==> src/rtl/parking_pkg.sv <==
// rtl/parking_pkg.sv - shared scan codes, 7-seg table and count widths for the parking controller
package parking_pkg;

  localparam int REM_W = 4;
  localparam int TOT_W = 5;

  localparam logic [7:0] KEY_0    = 8'h45;
  localparam logic [7:0] KEY_1    = 8'h16;
  localparam logic [7:0] KEY_2    = 8'h1E;
  localparam logic [7:0] KEY_3    = 8'h26;
  localparam logic [7:0] KEY_4    = 8'h25;
  localparam logic [7:0] KEY_5    = 8'h2E;
  localparam logic [7:0] KEY_6    = 8'h36;
  localparam logic [7:0] KEY_7    = 8'h3D;
  localparam logic [7:0] KEY_8    = 8'h3E;
  localparam logic [7:0] KEY_9    = 8'h46;
  localparam logic [7:0] KEY_ESC  = 8'h76;
  localparam logic [7:0] KEY_EXIT = 8'h24;

  // Active-high segments, bit6..bit0 = g,f,e,d,c,b,a
  localparam logic [6:0] SEG_0     = 7'b0111111;
  localparam logic [6:0] SEG_1     = 7'b0000110;
  localparam logic [6:0] SEG_2     = 7'b1011011;
  localparam logic [6:0] SEG_3     = 7'b1001111;
  localparam logic [6:0] SEG_4     = 7'b1100110;
  localparam logic [6:0] SEG_5     = 7'b1101101;
  localparam logic [6:0] SEG_6     = 7'b1111101;
  localparam logic [6:0] SEG_7     = 7'b0000111;
  localparam logic [6:0] SEG_8     = 7'b1111111;
  localparam logic [6:0] SEG_9     = 7'b1101111;
  localparam logic [6:0] SEG_BLANK = 7'b0000000;

  // True for any of the ten numeric scan codes
  function automatic logic is_digit_code(input logic [7:0] code);
    logic hit;
    case (code)
      KEY_0, KEY_1, KEY_2, KEY_3, KEY_4,
      KEY_5, KEY_6, KEY_7, KEY_8, KEY_9: hit = 1'b1;
      default:                           hit = 1'b0;
    endcase
    return hit;
  endfunction

endpackage

==> src/rtl/parking_controller_seg7_decoder.sv <==
// rtl/parking_controller_seg7_decoder.sv - BCD digit to active-high 7-segment pattern
module seg7_decoder
  import parking_pkg::*;
(
  input  logic [3:0] bcd,
  output logic [6:0] seg
);

  // Table lookup; non-decimal inputs blank the digit
  always_comb begin
    seg = SEG_BLANK;
    case (bcd)
      4'd0:    seg = SEG_0;
      4'd1:    seg = SEG_1;
      4'd2:    seg = SEG_2;
      4'd3:    seg = SEG_3;
      4'd4:    seg = SEG_4;
      4'd5:    seg = SEG_5;
      4'd6:    seg = SEG_6;
      4'd7:    seg = SEG_7;
      4'd8:    seg = SEG_8;
      4'd9:    seg = SEG_9;
      default: seg = SEG_BLANK;
    endcase
  end

endmodule

==> src/rtl/parking_controller.sv <==
// rtl/parking_controller.sv - two-floor parking access controller with keyboard password entry
module parking_controller
  import parking_pkg::*;
#(
  parameter int         FLOOR_CAP = 9,
  parameter logic [7:0] PW0       = 8'h16,
  parameter logic [7:0] PW1       = 8'h16,
  parameter logic [7:0] PW2       = 8'h26,
  parameter logic [7:0] ESC_CODE  = 8'h76,
  parameter logic [7:0] EXIT_CODE = 8'h24,
  parameter int         LED_HOLD  = 20
) (
  input  logic       clk,
  input  logic       power,
  input  logic       flr,
  input  logic [7:0] key1_code,
  input  logic       key1_on,
  output logic [6:0] first_rem_BCD,
  output logic [6:0] second_rem_BCD,
  output logic [6:0] tot_rem_BCD_left,
  output logic [6:0] tot_rem_BCD_right,
  output logic       red_power_led,
  output logic       red_wrong_led,
  output logic       green_led
);

  localparam int TW = (LED_HOLD < 2) ? 1 : $clog2(LED_HOLD + 1);
  localparam logic [TW-1:0]    HOLD = TW'(LED_HOLD);
  localparam logic [REM_W-1:0] CAP  = REM_W'(FLOOR_CAP);

  logic [REM_W-1:0] rem1_q, rem1_d, rem2_q, rem2_d;
  logic [1:0]       cnt_q, cnt_d;
  logic [7:0]       slot0_q, slot0_d, slot1_q, slot1_d;
  logic             green_q, green_d, red_q, red_d;
  logic [TW-1:0]    timer_q, timer_d;
  logic             key_hist_q, key_hist_d;

  logic             press;
  logic [REM_W-1:0] rem_sel;

  // State registers, all cleared the instant power drops
  always_ff @(posedge clk or negedge power) begin
    if (!power) begin
      rem1_q     <= CAP;
      rem2_q     <= CAP;
      cnt_q      <= 2'd0;
      slot0_q    <= 8'h00;
      slot1_q    <= 8'h00;
      green_q    <= 1'b0;
      red_q      <= 1'b0;
      timer_q    <= '0;
      key_hist_q <= 1'b0;
    end else begin
      rem1_q     <= rem1_d;
      rem2_q     <= rem2_d;
      cnt_q      <= cnt_d;
      slot0_q    <= slot0_d;
      slot1_q    <= slot1_d;
      green_q    <= green_d;
      red_q      <= red_d;
      timer_q    <= timer_d;
      key_hist_q <= key_hist_d;
    end
  end

  // Edge-detected key handling, password evaluation and LED hold timing
  always_comb begin
    rem1_d     = rem1_q;
    rem2_d     = rem2_q;
    cnt_d      = cnt_q;
    slot0_d    = slot0_q;
    slot1_d    = slot1_q;
    green_d    = green_q;
    red_d      = red_q;
    timer_d    = timer_q;
    key_hist_d = key1_on;

    press   = key1_on & ~key_hist_q;
    rem_sel = flr ? rem2_q : rem1_q;

    // Hold timer runs down first; an accepted press below overrides it
    if (timer_q != '0) begin
      timer_d = timer_q - 1'b1;
      if (timer_q == {{(TW-1){1'b0}}, 1'b1}) begin
        green_d = 1'b0;
        red_d   = 1'b0;
      end
    end

    if (press) begin
      if (is_digit_code(key1_code)) begin
        green_d = 1'b0;
        red_d   = 1'b0;
        timer_d = '0;
        case (cnt_q)
          2'd0: begin
            slot0_d = key1_code;
            cnt_d   = 2'd1;
          end
          2'd1: begin
            slot1_d = key1_code;
            cnt_d   = 2'd2;
          end
          default: begin
            // Third digit: evaluate on the same edge it arrives
            cnt_d   = 2'd0;
            timer_d = HOLD;
            if (slot0_q == PW0 && slot1_q == PW1 && key1_code == PW2 &&
                rem_sel != '0) begin
              green_d = 1'b1;
              if (flr) rem2_d = rem2_q - 1'b1;
              else     rem1_d = rem1_q - 1'b1;
            end else begin
              red_d = 1'b1;
            end
          end
        endcase
      end else if (key1_code == ESC_CODE) begin
        cnt_d   = 2'd0;
        slot0_d = 8'h00;
        slot1_d = 8'h00;
        green_d = 1'b0;
        red_d   = 1'b0;
        timer_d = '0;
      end else if (key1_code == EXIT_CODE) begin
        green_d = 1'b0;
        red_d   = 1'b0;
        timer_d = '0;
        if (rem_sel < CAP) begin
          if (flr) rem2_d = rem2_q + 1'b1;
          else     rem1_d = rem1_q + 1'b1;
        end
      end
    end
  end

  logic [TOT_W-1:0] tot, tot_minus_ten;
  logic [3:0]       tot_tens, tot_ones;

  // Split the 0..18 total into tens and ones digits
  always_comb begin
    tot           = {1'b0, rem1_q} + {1'b0, rem2_q};
    tot_minus_ten = tot - TOT_W'(10);
    if (tot >= TOT_W'(10)) begin
      tot_tens = 4'd1;
      tot_ones = tot_minus_ten[3:0];
    end else begin
      tot_tens = 4'd0;
      tot_ones = tot[3:0];
    end
  end

  seg7_decoder u_seg_first  (.bcd(rem1_q),   .seg(first_rem_BCD));
  seg7_decoder u_seg_second (.bcd(rem2_q),   .seg(second_rem_BCD));
  seg7_decoder u_seg_left   (.bcd(tot_tens), .seg(tot_rem_BCD_left));
  seg7_decoder u_seg_right  (.bcd(tot_ones), .seg(tot_rem_BCD_right));

  assign red_power_led = ~power;
  assign red_wrong_led = red_q;
  assign green_led     = green_q;

endmodule

==> config.mk <==
export PLATFORM = sky130hd
export DESIGN_NAME = parking_controller
export DESIGN_NICKNAME = d
export VERILOG_FILES = /design/src/rtl/parking_pkg.sv /design/src/rtl/parking_controller_seg7_decoder.sv /design/src/rtl/parking_controller.sv
export SDC_FILE = /design/constraint.sdc
export NUM_CORES = 1
export LEC_CHECK = 0
export ABC_CLOCK_PERIOD_IN_PS = 3750
export CAP_MARGIN = 10
export CORE_MARGIN = 2
export CORE_UTILIZATION = 45
export CTS_BUF_LIST = sky130_fd_sc_hd__clkbuf_16
export DETAILED_ROUTE_END_ITERATION = 8
export PLACE_DENSITY = 0.71
export SYNTH_ARGS = -nofsm -noshare
export SYNTH_HDL_FRONTEND = slang
export SYNTH_SLANG_ARGS = --single-unit
==> constraint.sdc <==
create_clock -name clk -period 3.75 [get_ports clk]
set_input_delay 0.75 -clock clk [delete_from_list [all_inputs] [get_ports clk]]
set_output_delay 0.75 -clock clk [all_outputs]
set_load 0.02 [all_outputs]
After elaboration in Yosys (flattened, before gate mapping)
Memories as Yosys holds them, arrays and structs flattened. Cells that the tools add are included.

Memories: 4. Bits in latches: 0. Register bits: 34. Output and inout bits: 31. Bits in writable memories: 0. ROM bits: 448. Word-level logic and storage cells: 117. Bits of input ports: 12.

Add/sub/neg operators: 7. Divide/modulo/power cells: 0. Multipliers: 0. Reductions and logical operators: 17. $lt $le $gt $ge: 2. Mux-type cells: 51. Shifts and indexed selects: 0. Eq/ne operators: 24. Bitwise gates (word level): 3.

Memories: (name not given) (depth 16, width 7, rd ports 1, clocked after Yosys merged registers in 0, wr ports 0, RTL line parking_controller_seg7_decoder.sv:12) `case (bcd)`; (name not given) (depth 16, width 7, rd ports 1, clocked after Yosys merged registers in 0, wr ports 0, RTL line parking_controller_seg7_decoder.sv:12); (name not given) (depth 16, width 7, rd ports 1, clocked after Yosys merged registers in 0, wr ports 0, RTL line parking_controller_seg7_decoder.sv:12); (name not given) (depth 16, width 7, rd ports 1, clocked after Yosys merged registers in 0, wr ports 0, RTL line parking_controller_seg7_decoder.sv:12).

Operators with widths (count): $mux W4 (18); $eq A8 B6 Y1 const B (7); $mux W8 (5); $eq A8 B5 Y1 const B (4); $mux W5 (6); $eq A8 B7 Y1 const B (3); $mux W1 (19); $reduce_and A8 Y1 (2); $reduce_or A10 Y1 (1); $add A4 B1 Y4 const B (2); $ne A2 B1 Y1 const B (4); $ne A2 B2 Y1 const B (4); $reduce_bool A2 Y1 (4); $sub A4 B1 Y4 const B (2); $reduce_and A3 Y1 (2); $add A4 B4 Y5 (1); $eq A5 B1 Y1 const B (1); $ge A5 B4 Y1 const B (1); $reduce_bool A5 Y1 (1); $sub A5 B1 Y5 const B (1); $lt A4 B4 Y1 const B (1); $mux W2 (2); $pmux W2 S2 (1); $reduce_bool A4 Y1 (1); 8 further kinds (11).

Longest topological paths before layout
Depth in word-level cells: 8. Depth in mapped cells: 13. Depth with buffers taken out: 11.

By module
Synthesis repeated with hierarchy kept, for this count alone.

Cell total of the unflattened synthesis: 296. Area total of the unflattened synthesis: 2946.6 µm².

Modules (own cells, without submodules): parking_controller (seq. area each 855.8 µm², cells an instance 186, area each 2088.3 µm², instances 1); seg7_decoder (u_seg_first ...) (seq. area each 0.0 µm², cells an instance 28, area each 219.0 µm², instances 3); seg7_decoder (u_seg_left) (seq. area each 0.0 µm², cells an instance 26, area each 201.4 µm², instances 1).

Worst setup path after synthesis
Ideal clock, no wire load.

Kind: flip-flop to output port. Start: register rem1_q[0]. End: output port tot_rem_BCD_right[5]. Cell stages (with the launch flop): 13. Path buffers: 2. Arrival: 3.254 ns. Setup slack: -0.254 ns. Required time: 3.000 ns. Cell sequence: dfstp_2 > ha_1 > fa_1 > clkbuf_1 > inv_1 > ha_1 > buf_1 > inv_1 > a31oi_2 > o31ai_4 > xnor2_1 > ha_1 > o31ai_1.

Longest elaborated chain between the ends: 4. Elaborated cells on any way between the ends: 5. Classes of those cells: add/sub: 2; order compare: 1; mux: 1; memory: 1.

Ends and longest elaborated chain: start, declared (RTL line parking_controller.sv:31) `logic [REM_W-1:0] rem1_q, rem1_d, rem2_q, rem2_d;`; start signal, assigned (RTL line parking_controller.sv:54) `rem1_q <= rem1_d;`; $add A4 B4 Y5 (*) (RTL line parking_controller.sv:142) `tot = {1'b0, rem1_q} + {1'b0, rem2_q};`; $sub A4 B4 Y4 / $ge A5 B4 Y1 (equally long branches) (RTL line parking_controller.sv:143, parking_controller.sv:144); $mux W4 (*) (RTL line parking_controller.sv:144) `if (tot >= TOT_W'(10)) begin`; $mem_v2 Z16 W7 (*); end, declared (RTL line parking_controller.sv:21) `output logic [6:0] tot_rem_BCD_right,`.

Every way passes the cells marked *; elsewhere a longest branch is shown, timed or not.

Worst setup path after layout
Start: register rem1_q[0]. End: output port tot_rem_BCD_right[4].

Same word-level chain as after synthesis.

==> impl_metrics.py <==
metrics = {
    "finish": {
        "fillerInstances": 507,
        "syn_to_final_growth_pct": 28.9,
        "layout_commonest_cell": "sky130_fd_sc_hd__nand2_1",
        "combined_area_of_the_multi_input_logic_cells_um2": 1900,
        "final_cell_mix": "sky130_fd_sc_hd__nand2_1, sky130_fd_sc_hd__clkdlybuf4s50_1, sky130_fd_sc_hd__buf_4, sky130_fd_sc_hd__dfrtp_1, sky130_fd_sc_hd__o21ai_0",
        "share_of_post_route_cells_with_drive_strength_above_1_pct": 23.6,
        "layout.area.seq_um2": 856,
        "layout.cell_area.non_filler_um2": 3660,
        "antenna_cells": 0,
        "design.final.nets": 410,
    },
    "floorplanning": {
        "initial_utilization_pct": 47.2,
        "die_y_extent_um": 83.5,
        "fp.dieW_um": 83.5,
        "fp-row-count": 28,
        "core_area_um2": 6030,
        "boundaryPins": 43,
        "die_area_um2": 6970,
    },
    "worst_setup_path": {
        "critPathSlowestCell": "sky130_fd_sc_hd__dfstp_2",
        "critical_path.max_stage_delay_ns": 0.38,
        "worst-endpoint-required_ns": 3.00,
        "r2r-start": "rem1_q[1]$_DFFE_PN0P_",
        "timing.critical_path.arrival_ns": 2.94,
        "cp-start-kind": "flop",
        "crit_fanout": 5,
        "r2r.worst_path.cells": 8,
        "cell_breakdown_of_the_critical_path": "ha_4 -> fa_2 -> xnor2_2 -> buf_4 -> a31oi_4 -> o31ai_4 -> mux2_4 -> and3_1 -> a32o_1 -> buf_4",
        "cp_common_cell": "sky130_fd_sc_hd__buf_4",
        "worst-r2r-setup-slack_ns": 1.39,
        "crit_type": "flop to output port",
        "worst_r2r_endpoint": "rem2_q[1]$_DFFE_PN0P_",
        "end_kind": "output port",
    },
    "run_status": {
        "status": "finished, final reports clean",
    },
    "global_route": {
        "grt_overflow": 0,
        "grt_use_total_pct": 18.0,
        "grt_max_degree": 35,
        "grt_first_pass_wirelength_um": 10600,
        "first_global_vias": 2334,
        "antenna_found_initial": 0,
    },
    "clock_tree": {
        "cts_made_buffers": 5,
        "hold_buffers": 0,
        "tritoncts": "built",
        "clk_pin_slew_ns": 0.05,
        "cts_buffer_depth": 2,
        "total_number_of_h_tree_levels": 2,
        "cts.sinks": 34,
        "clk_root_buffer_cell": "sky130_fd_sc_hd__clkbuf_16",
        "clock_latency_ns": 0.27,
    },
    "power": {
        "int_pwr_uw": 728,
        "power_spent_charging_and_discharging_nets_uw": 279,
        "worst_ir_drop_vdd_v": 0.000397,
        "power_frac_comb_pct": 18.5,
        "design_power_total_uw": 1010,
        "power.share.switching_pct": 27.7,
        "static-leakage-power_uw": 0.00164,
        "share_clk_of_total_power_pct": 37.8,
        "power_frac_seq_pct": 43.7,
        "p_per_area_nw_per_um2": 275,
    },
    "synth": {
        "synthesis.yosys.warnings": 0,
        "post_synth.cell_area_avg_um2": 9.26,
        "synth_top_area_cell": "sky130_fd_sc_hd__dfrtp_1",
        "dominant_synthesized_flop_cell": "sky130_fd_sc_hd__dfrtp_1",
        "part_of_the_yosys_area_used_for_sequential_elements_pct": 30.1,
        "synth_cells": 307,
        "netlist_area_um2": 2840,
        "number_of_unique_standard_cell_types_used_by_synthesis": 65,
        "synth-async-reset-ratio_pct": 100,
        "share_of_the_synthesized_area_in_the_top_cell_type_pct": 26.4,
        "yosys_register_bits": 34,
        "synth_area_leaders": "sky130_fd_sc_hd__dfrtp_1, sky130_fd_sc_hd__ha_1, sky130_fd_sc_hd__o21ai_0",
        "synth-edff-count": 0,
    },
    "sta": {
        "final_slew_viol_count": 0,
        "final_critical_path_setup_slack_ns": 0.0551,
        "slew_headroom_pct": 32.6,
        "setup_viol": 0,
        "finalHoldViolCount": 0,
        "post-route-min-period_ns": 3.69,
        "fmaxAchievable_mhz": 271,
        "hold-worst-slack_ns": 0.486,
        "tightest_slew_ns": 1.00,
        "fin_worst_skew_ns": 0.00418,
        "finalCritPeriodShare_pct": 98.5,
    },
    "route": {
        "drt-wirelength-per-cell_um": 14.2,
        "detail_route.drc_violations": 0,
        "viasPerCell": 5.46,
        "dr.pass1.iters": 4,
        "drtIter0Drc": 98,
        "antenna_left": 0,
        "wl_final_um": 6300,
        "via_count": 2423,
    },
    "place": {
        "buffer_ports.inserted": 39,
        "detailedPlacementHpwl_um": 4790,
        "place_area_um2": 3490,
        "gp_routability_congestion": 0.870,
        "place_ws_ns": -0.155,
    },
    "hold_path": {
        "worstHoldPathType": "flop to flop",
        "hold_end": "slot1_q[7]$_DFFE_PN0P_",
        "hold_path.startpoint": "slot1_q[7]$_DFFE_PN0P_",
        "min_path_cells": 1,
    },
    "run": {
        "cap_violations": 0,
    },
}
==> metal layers <==
| metal | global-route usage [%] | share of wire [%] | vias to the layer above |
|---|---|---|---|
| met5 | 0 | 0 | - |
| met4 | 3.96 | 0.57 | 0 |
| met3 | 2.57 | 3.3 | 4 |
| met1 | 24.8 | 47 | 1169 |
| li1 | - | - | 1203 |
| met2 | 30.1 | 49 | 47 |
==> worst max-delay path by stage <==
| stage | startpoint | endpoint | slack (ns) | depth (start not counted) |
|---|---|---|---|---|
| 2_1_floorplan | rem1_q[0]$_DFFE_PN1P_ | tot_rem_BCD_right[0] | 0.02 | 12 |
| 3_3_place_gp | rem1_q[0]$_DFFE_PN1P_ | tot_rem_BCD_right[3] | -0.07 | 11 |
| 3_5_place_dp | rem1_q[0]$_DFFE_PN1P_ | tot_rem_BCD_right[0] | -0.15 | 11 |
| 4_1_cts | rem1_q[0]$_DFFE_PN1P_ | tot_rem_BCD_right[0] | 0.004 | 11 |
| 5_1_grt | rem2_q[0]$_DFFE_PN1P_ | tot_rem_BCD_right[4] | -0.03 | 10 |
| 6_report | rem1_q[0]$_DFFE_PN1P_ | tot_rem_BCD_right[4] | 0.06 | 10 |
==> power groups by stage <==
stage / combinational [µW] / sequential [µW] / clock [µW]
detailed placement: 187 / 444 / 0
global route: 213 / 445 / 405
finish: 186 / 439 / 381
CTS: 186 / 439 / 387
global placement: 179 / 442 / 0
floorplan: 140 / 436 / 0
==> logic make-up (layout without fill, tap and decap cells) <==
logic type               Yosys count  after routing  synth area share [%]
XOR/XNOR                          14             14                  5.06
flip-flops                        34             34                  30.1
other                              2              3                 0.264
AO/OA/AOI/OAI                     82             82                  20.0
buffers and inverters             38             99                  6.87
adder cells (fa/ha/maj)           30             30                  14.0
AND/OR/NAND/NOR                   97             97                  19.5
multiplexers                      10             10                  4.23
==> synth_stat cells (3+ instances only) <==
cell type and number:
sky130_fd_sc_hd__nor4b_1 3, sky130_fd_sc_hd__and3_1 3, sky130_fd_sc_hd__fa_1 3, sky130_fd_sc_hd__nor2b_1 3
sky130_fd_sc_hd__nand3_1 6, sky130_fd_sc_hd__xnor2_1 11, sky130_fd_sc_hd__or3_1 5, sky130_fd_sc_hd__nor3_1 6
sky130_fd_sc_hd__mux2_4 3, sky130_fd_sc_hd__o21ai_0 29, sky130_fd_sc_hd__mux2_2 4, sky130_fd_sc_hd__o2bb2ai_1 3
sky130_fd_sc_hd__dfstp_2 4, sky130_fd_sc_hd__a21o_1 7, sky130_fd_sc_hd__inv_1 20, sky130_fd_sc_hd__dfrtp_1 30
sky130_fd_sc_hd__buf_4 7, sky130_fd_sc_hd__a21oi_2 4, sky130_fd_sc_hd__a211oi_1 3, sky130_fd_sc_hd__a21oi_1 14
sky130_fd_sc_hd__nand2_1 34, sky130_fd_sc_hd__mux2i_1 3, sky130_fd_sc_hd__clkbuf_1 4, sky130_fd_sc_hd__nor2_1 17
sky130_fd_sc_hd__ha_1 27, sky130_fd_sc_hd__buf_6 3
==> registers in the layout, indices dropped and copies added (netlist names) <==
name / cells
cnt_q: 2
green_led: 1
key_hist_q: 1
red_wrong_led: 1
rem1_q: 4
rem2_q: 4
slot0_q: 8
slot1_q: 8
timer_q: 5
==> critical path: cells and delay by family (launching register included) <==
family	cells	cell delay, ns
simple gates	1	0.17
flops	1	0.38
buf+inv	2	0.34
compound gates	3	0.66
xor+xnor	1	0.23
fa+ha+maj	2	0.52
mux	1	0.38
==> timing repair <==
| action | in CTS | in global routing |
|---|---|---|
| gates resized for setup | 38 | 8 |
| pin swaps | 2 | 2 |
| endpoints found under the setup margin | 7 | 11 |
| setup buffers | 1 | 0 |
==> cell type report <==
type / instances / share of cell area [%]
sequential: 34 / 23.4
clock inverter: 3 / 0.307
clock buffer: 5 / 3.42
inverter: 22 / 2.32
timing repair buffer: 69 / 16.3
tap: 75 / 2.56
multi-input combinational: 236 / 51.8
==> stage by stage <==
stage	TNS, ns	util [%]	instances
2_1_floorplan	0	-	308
5_1_grt	-0.0798	60.8	444
3_3_place_gp	-0.224	57.9	435
3_5_place_dp	-0.772	57.9	435
6_report	0	60.8	444
4_1_cts	0	60.4	444
(Power assumes the default switching activity.)
